$ cat config.mk
export PLATFORM = sky130hd
export DESIGN_NAME = gestor_niveles
export DESIGN_NICKNAME = d
export VERILOG_FILES = /design/src/rtl/gestor_niveles.sv
export SDC_FILE = /design/constraint.sdc
export NUM_CORES = 1
export LEC_CHECK = 0
export ABC_AREA = 1
export BUFFER_PORTS_ARGS = -buffer_cell sky130_fd_sc_hd__clkbuf_2
export CORE_MARGIN = 1
export CORE_UTILIZATION = 35
export CTS_BUF_LIST = sky130_fd_sc_hd__clkbuf_4
export CTS_CLUSTER_SIZE = 20
export DETAILED_ROUTE_END_ITERATION = 8
export GPL_ROUTABILITY_DRIVEN = 0
export PLACE_DENSITY = 0.49
export SETUP_SLACK_MARGIN = 0.5
export SLEW_MARGIN = 25
export SYNTH_ARGS = -nofsm -noshare
export SYNTH_HDL_FRONTEND = slang
export SYNTH_SLANG_ARGS = --single-unit
$ cat constraint.sdc
create_clock -name clk -period 2.1 [get_ports clk]
set_input_delay 0.42 -clock clk [delete_from_list [all_inputs] [get_ports clk]]
set_output_delay 0.42 -clock clk [all_outputs]
set_load 0.03 [all_outputs]
$ cat src/rtl/gestor_niveles.sv
// Food and medicine level manager for the pet: per-second decay, edge-triggered
// refills, and a VIVO/CRITICO/MUERTO health FSM with a grace period.
module gestor_niveles #(
  parameter int TICKS_PER_SEC      = 50_000_000,
  parameter int DECAY_COMIDA_SEC   = 10,
  parameter int DECAY_MEDICINA_SEC = 15,
  parameter int GRACE_SEC          = 5
) (
  input  logic       clk,
  input  logic       reset,
  input  logic       Activo_Comida,
  input  logic       Activo_Medicina,
  output logic [1:0] Nivel_Comida,
  output logic [1:0] Nivel_Medicina,
  output logic       Alerta_Comida,
  output logic       Alerta_Medicina,
  output logic       Muerte
);

  // state   | meaning
  // VIVO    | both levels nonzero, normal operation
  // CRITICO | a level is 0, grace counter runs on each tick
  // MUERTO  | grace expired; levels frozen, refills ignored until reset

  localparam int PW = (TICKS_PER_SEC > 1)      ? $clog2(TICKS_PER_SEC)      : 1;
  localparam int CW = (DECAY_COMIDA_SEC > 1)   ? $clog2(DECAY_COMIDA_SEC)   : 1;
  localparam int MW = (DECAY_MEDICINA_SEC > 1) ? $clog2(DECAY_MEDICINA_SEC) : 1;
  localparam int GW = (GRACE_SEC > 1)          ? $clog2(GRACE_SEC)          : 1;

  localparam logic [PW-1:0] PRESC_LOAD = PW'(TICKS_PER_SEC - 1);
  localparam logic [CW-1:0] COM_LOAD   = CW'(DECAY_COMIDA_SEC - 1);
  localparam logic [MW-1:0] MED_LOAD   = MW'(DECAY_MEDICINA_SEC - 1);
  localparam logic [GW-1:0] GRACE_LAST = GW'(GRACE_SEC - 1);

  typedef enum logic [1:0] {
    VIVO    = 2'd0,
    CRITICO = 2'd1,
    MUERTO  = 2'd2
  } estado_t;

  estado_t         estado;
  logic [PW-1:0]   presc;
  logic [CW-1:0]   cnt_com;
  logic [MW-1:0]   cnt_med;
  logic [GW-1:0]   grace;
  logic            prev_com;
  logic            prev_med;
  logic            tick;
  logic            activo;
  logic            refill_com;
  logic            refill_med;

  assign tick       = (presc == '0);
  assign activo     = (estado != MUERTO);
  assign refill_com = Activo_Comida   & ~prev_com & activo;
  assign refill_med = Activo_Medicina & ~prev_med & activo;

  assign Alerta_Comida   = (Nivel_Comida   == 2'd0);
  assign Alerta_Medicina = (Nivel_Medicina == 2'd0);

  always_ff @(posedge clk) begin
    if (reset || tick) presc <= PRESC_LOAD;
    else               presc <= presc - 1'b1;
  end

  // Edge registers reset high so an input held through reset release is not a refill.
  always_ff @(posedge clk) begin
    if (reset) begin
      prev_com <= 1'b1;
      prev_med <= 1'b1;
    end else begin
      prev_com <= Activo_Comida;
      prev_med <= Activo_Medicina;
    end
  end

  always_ff @(posedge clk) begin
    if (reset) begin
      Nivel_Comida <= 2'd3;
      cnt_com      <= COM_LOAD;
    end else if (activo) begin
      if (refill_com) begin
        if (Nivel_Comida != 2'd3) Nivel_Comida <= Nivel_Comida + 2'd1;
        cnt_com <= COM_LOAD;
      end else if (tick) begin
        if (cnt_com == '0) begin
          if (Nivel_Comida != 2'd0) Nivel_Comida <= Nivel_Comida - 2'd1;
          cnt_com <= COM_LOAD;
        end else begin
          cnt_com <= cnt_com - 1'b1;
        end
      end
    end
  end

  always_ff @(posedge clk) begin
    if (reset) begin
      Nivel_Medicina <= 2'd3;
      cnt_med        <= MED_LOAD;
    end else if (activo) begin
      if (refill_med) begin
        if (Nivel_Medicina != 2'd3) Nivel_Medicina <= Nivel_Medicina + 2'd1;
        cnt_med <= MED_LOAD;
      end else if (tick) begin
        if (cnt_med == '0) begin
          if (Nivel_Medicina != 2'd0) Nivel_Medicina <= Nivel_Medicina - 2'd1;
          cnt_med <= MED_LOAD;
        end else begin
          cnt_med <= cnt_med - 1'b1;
        end
      end
    end
  end

  always_ff @(posedge clk) begin
    if (reset) begin
      estado <= VIVO;
      grace  <= '0;
      Muerte <= 1'b0;
    end else begin
      case (estado)
        VIVO: begin
          if (Nivel_Comida == 2'd0 || Nivel_Medicina == 2'd0) begin
            estado <= CRITICO;
            grace  <= '0;
          end
        end
        CRITICO: begin
          if (Nivel_Comida != 2'd0 && Nivel_Medicina != 2'd0) begin
            estado <= VIVO;
            grace  <= '0;
          end else if (tick) begin
            if (grace == GRACE_LAST) begin
              estado <= MUERTO;
              Muerte <= 1'b1;
            end else begin
              grace <= grace + 1'b1;
            end
          end
        end
        MUERTO: Muerte <= 1'b1;
        default: begin
          estado <= VIVO;
          Muerte <= 1'b0;
        end
      endcase
    end
  end

endmodule

==> impl_metrics.yaml <==
clock_network:
  root_buffer: "clkbuf_4"
  hold_buffers: 0
  cts_buffers: 5
  clock_path_buffers: 2
  h-tree-depth: 2
  cts_tree: "built"
  clkTransAtPathRegs_ns: 0.13
  clk_latency_ns: 0.35
  cts.sink_count: 46
grt:
  grt_use_total: 0.1500
  grt_overflow: 0
  grt_max_degree: 17
  grt_util_met3: 0.03358
  grt_util_met2: 0.2364
  grt_pass1_vias: 1963
  grt_util_met1: 0.2068
  antenna_found_initial: 0
  top_usage_layer: "met2"
  grt_pass1_wl_mm: 9.059
sta:
  grt_setup_unrepaired: "true"
  fin_crit_sh: 0.7263
  relSlewSlack: 0.8268
  maxSlewViolCount: 0
  layout_min_cycle_time_ns: 1.525
  skew_ns: 0.005348
  hold_viol_final: 0
  fmax_ghz: 0.6557
  setup_viol: 0
  tightest_slew_ns: 0.2597
  fin_tns_setup_ns: 0
synthesis:
  synth.area.top_cells: "dfxtp_1, nand2_1, inv_1"
  avgSynthCellArea_um2: 7.339
  syn_area_um2: 2620
  synth_top_area_frac: 0.3515
  ys.flop_type: "dfxtp_1"
  netlist_instances: 357
  synth_edf_count: 0
  synth-async-reset-ratio: 0
  ys_types: 39
  netlist_top_cells_count: "nand2_1, dfxtp_1, inv_1"
  yosysMostFrequentCell: "nand2_1"
  synth-seq-cells: 46
  synth_warnings: 0
  seq_area_frac_synth: 0.3515
  yosysTopAreaCell: "dfxtp_1"
  synth_nets: 371
layout:
  antennaDiodeCount: 0
  stdcell_count: 478
  areaGrowthSynthToFinish_pct: 12.18
  nets: 392
  fin_util: 0.4052
  drive_above_1_share: 0.2454
min_path:
  hold_path.class: "input pin to flop"
  whs_path_depth: 3
  whs_endpoint: "prev_med"
  worstHoldStart: "Activo_Medicina"
place:
  dp_hpwl_mm: 4.054
  post-place-cells: 464
  port-buffer-count: 10
floorplan:
  start_util: 0.3612
  dieArea_um2: 7836
  core_um2: 7253
  fp.dieW_um: 88.52
  die_h_um: 88.52
  num_rows: 31
  pin_count: 11
worst_setup_path:
  worstPathRequired_ns: 1.68
  r2r_cells: 9
  worstSetupPathType: "flop to primary output"
  critPathCaptureType: "primary output"
  reg2reg_slack_ns: 0.59
  timing.rr.start: "presc[9]"
  r2r-end: "presc[18]"
  startpoint_type: "flop"
  worstPathArrival_ns: 1.11
  cp_max_fo: 6
route:
  post_drt_wl_per_cell_um: 10.96
  route.detailed.drc: 0
  ant_nets: 0
  routed_wl_mm: 5.238
  drt_iter0_drc: 53
  vias: 2206
  vias_per_cell: 4.615
  dr.pass1.iters: 4
outcome:
  outcome: "completed"
power_and_ir_drop:
  power.leakage_uw: 0.001352
  total_power_uw: 1861
  p_per_area_nw_per_um2: 633.3
  ir_drop_mv: 0.3884
flow_run:
  cap_viol_max_count: 0
[placed cells by master, fill, tap and decap left out, drive strengths merged, types with 2 or more instances in the layout]
master,count
or2,6
inv,48
nor3,7
a21oi,18
nor2,56
nand3b,2
clkbuf,16
xor2,3
o21ai,19
nand4,9
dfxtp,46
buf,8
nand2,80
nand3,37
xnor2,4
ha,10
clkinv,2
o211ai,2
[state kept, by name, summed over array words and instances (netlist names)]
signal / count
presc: 26
cnt_com: 4
cnt_med: 4
grace: 3
Nivel_Comida: 2
Nivel_Medicina: 2
estado: 2
Muerte: 1
prev_com: 1
prev_med: 1
[how the worst max path moves through the flow]
| stage | from | to | slack (ns) | depth (start not counted) |
|---|---|---|---|---|
| final | Nivel_Medicina[0] | Alerta_Medicina | 0.57 | 2 |
| after CTS | presc[0] | presc[16] | 0.50 | 9 |
| after global placement | estado[0] | Nivel_Medicina[1] | 0.42 | 8 |
| after floorplan | Nivel_Medicina[1] | estado[0] | 0.51 | 10 |
| after global routing | presc[0] | estado[0] | 0.49 | 10 |
| after detailed placement | estado[0] | Nivel_Medicina[0] | 0.31 | 8 |
[report_power, final]
part,total (uW),switching (uW),internal (uW)
clock network,427,287,139
logic,467,294,173
registers,968,35.0,933
[metrics by stage]
stage	worst slack (ns)	instance area, um2	hold slack, ns
finish	0.5748	2939	0.2770
detailed placement	0.3099	2765	0.3809
global route	0.4875	2939	0.2549
CTS	0.5010	2838	0.2344
floorplan	0.5059	2625	0.3653
global placement	0.4194	2765	0.3752
[worst max-delay path, cell delays in order, from the launching register on]
cell,delay (ns)
dfxtp_1,0.39
nor2_2,0.15
clkbuf_4,0.21
[kinds of logic after synthesis]
family                   Yosys count  synth area share
AND/OR/NAND/NOR                  200            0.3988
XOR/XNOR                           7           0.02340
adder cells (fa/ha/maj)           10           0.04776
AO/OA/AOI/OAI                     42           0.09026
buffers and inverters             52           0.08835
flip-flops                        46            0.3515
[metal layers]
layer / vias to the layer above / part of all wire
li1: 1197 / -
met1: 986 / 0.51
met2: 18 / 0.45
met3: 5 / 0.021
met4: 0 / 0.012
met5: - / 0
[what timing repair did]
action / in CTS / in global routing
pin swaps: 1 / 7
endpoints found under the setup margin: 11 / 38
resized for setup: 4 / 26
buffers inserted: 1 / 5
[layout make-up]
type / count / area [um2]
fillers: 792 / 4314
clock inverters: 2 / 8.758
clock buffers: 6 / 45.04
inverters: 48 / 185.2
well taps: 99 / 123.9
flip-flops and latches: 46 / 930.9
repair buffers: 18 / 115.1
multi-input cells: 259 / 1530
(Power assumes the default switching activity.)
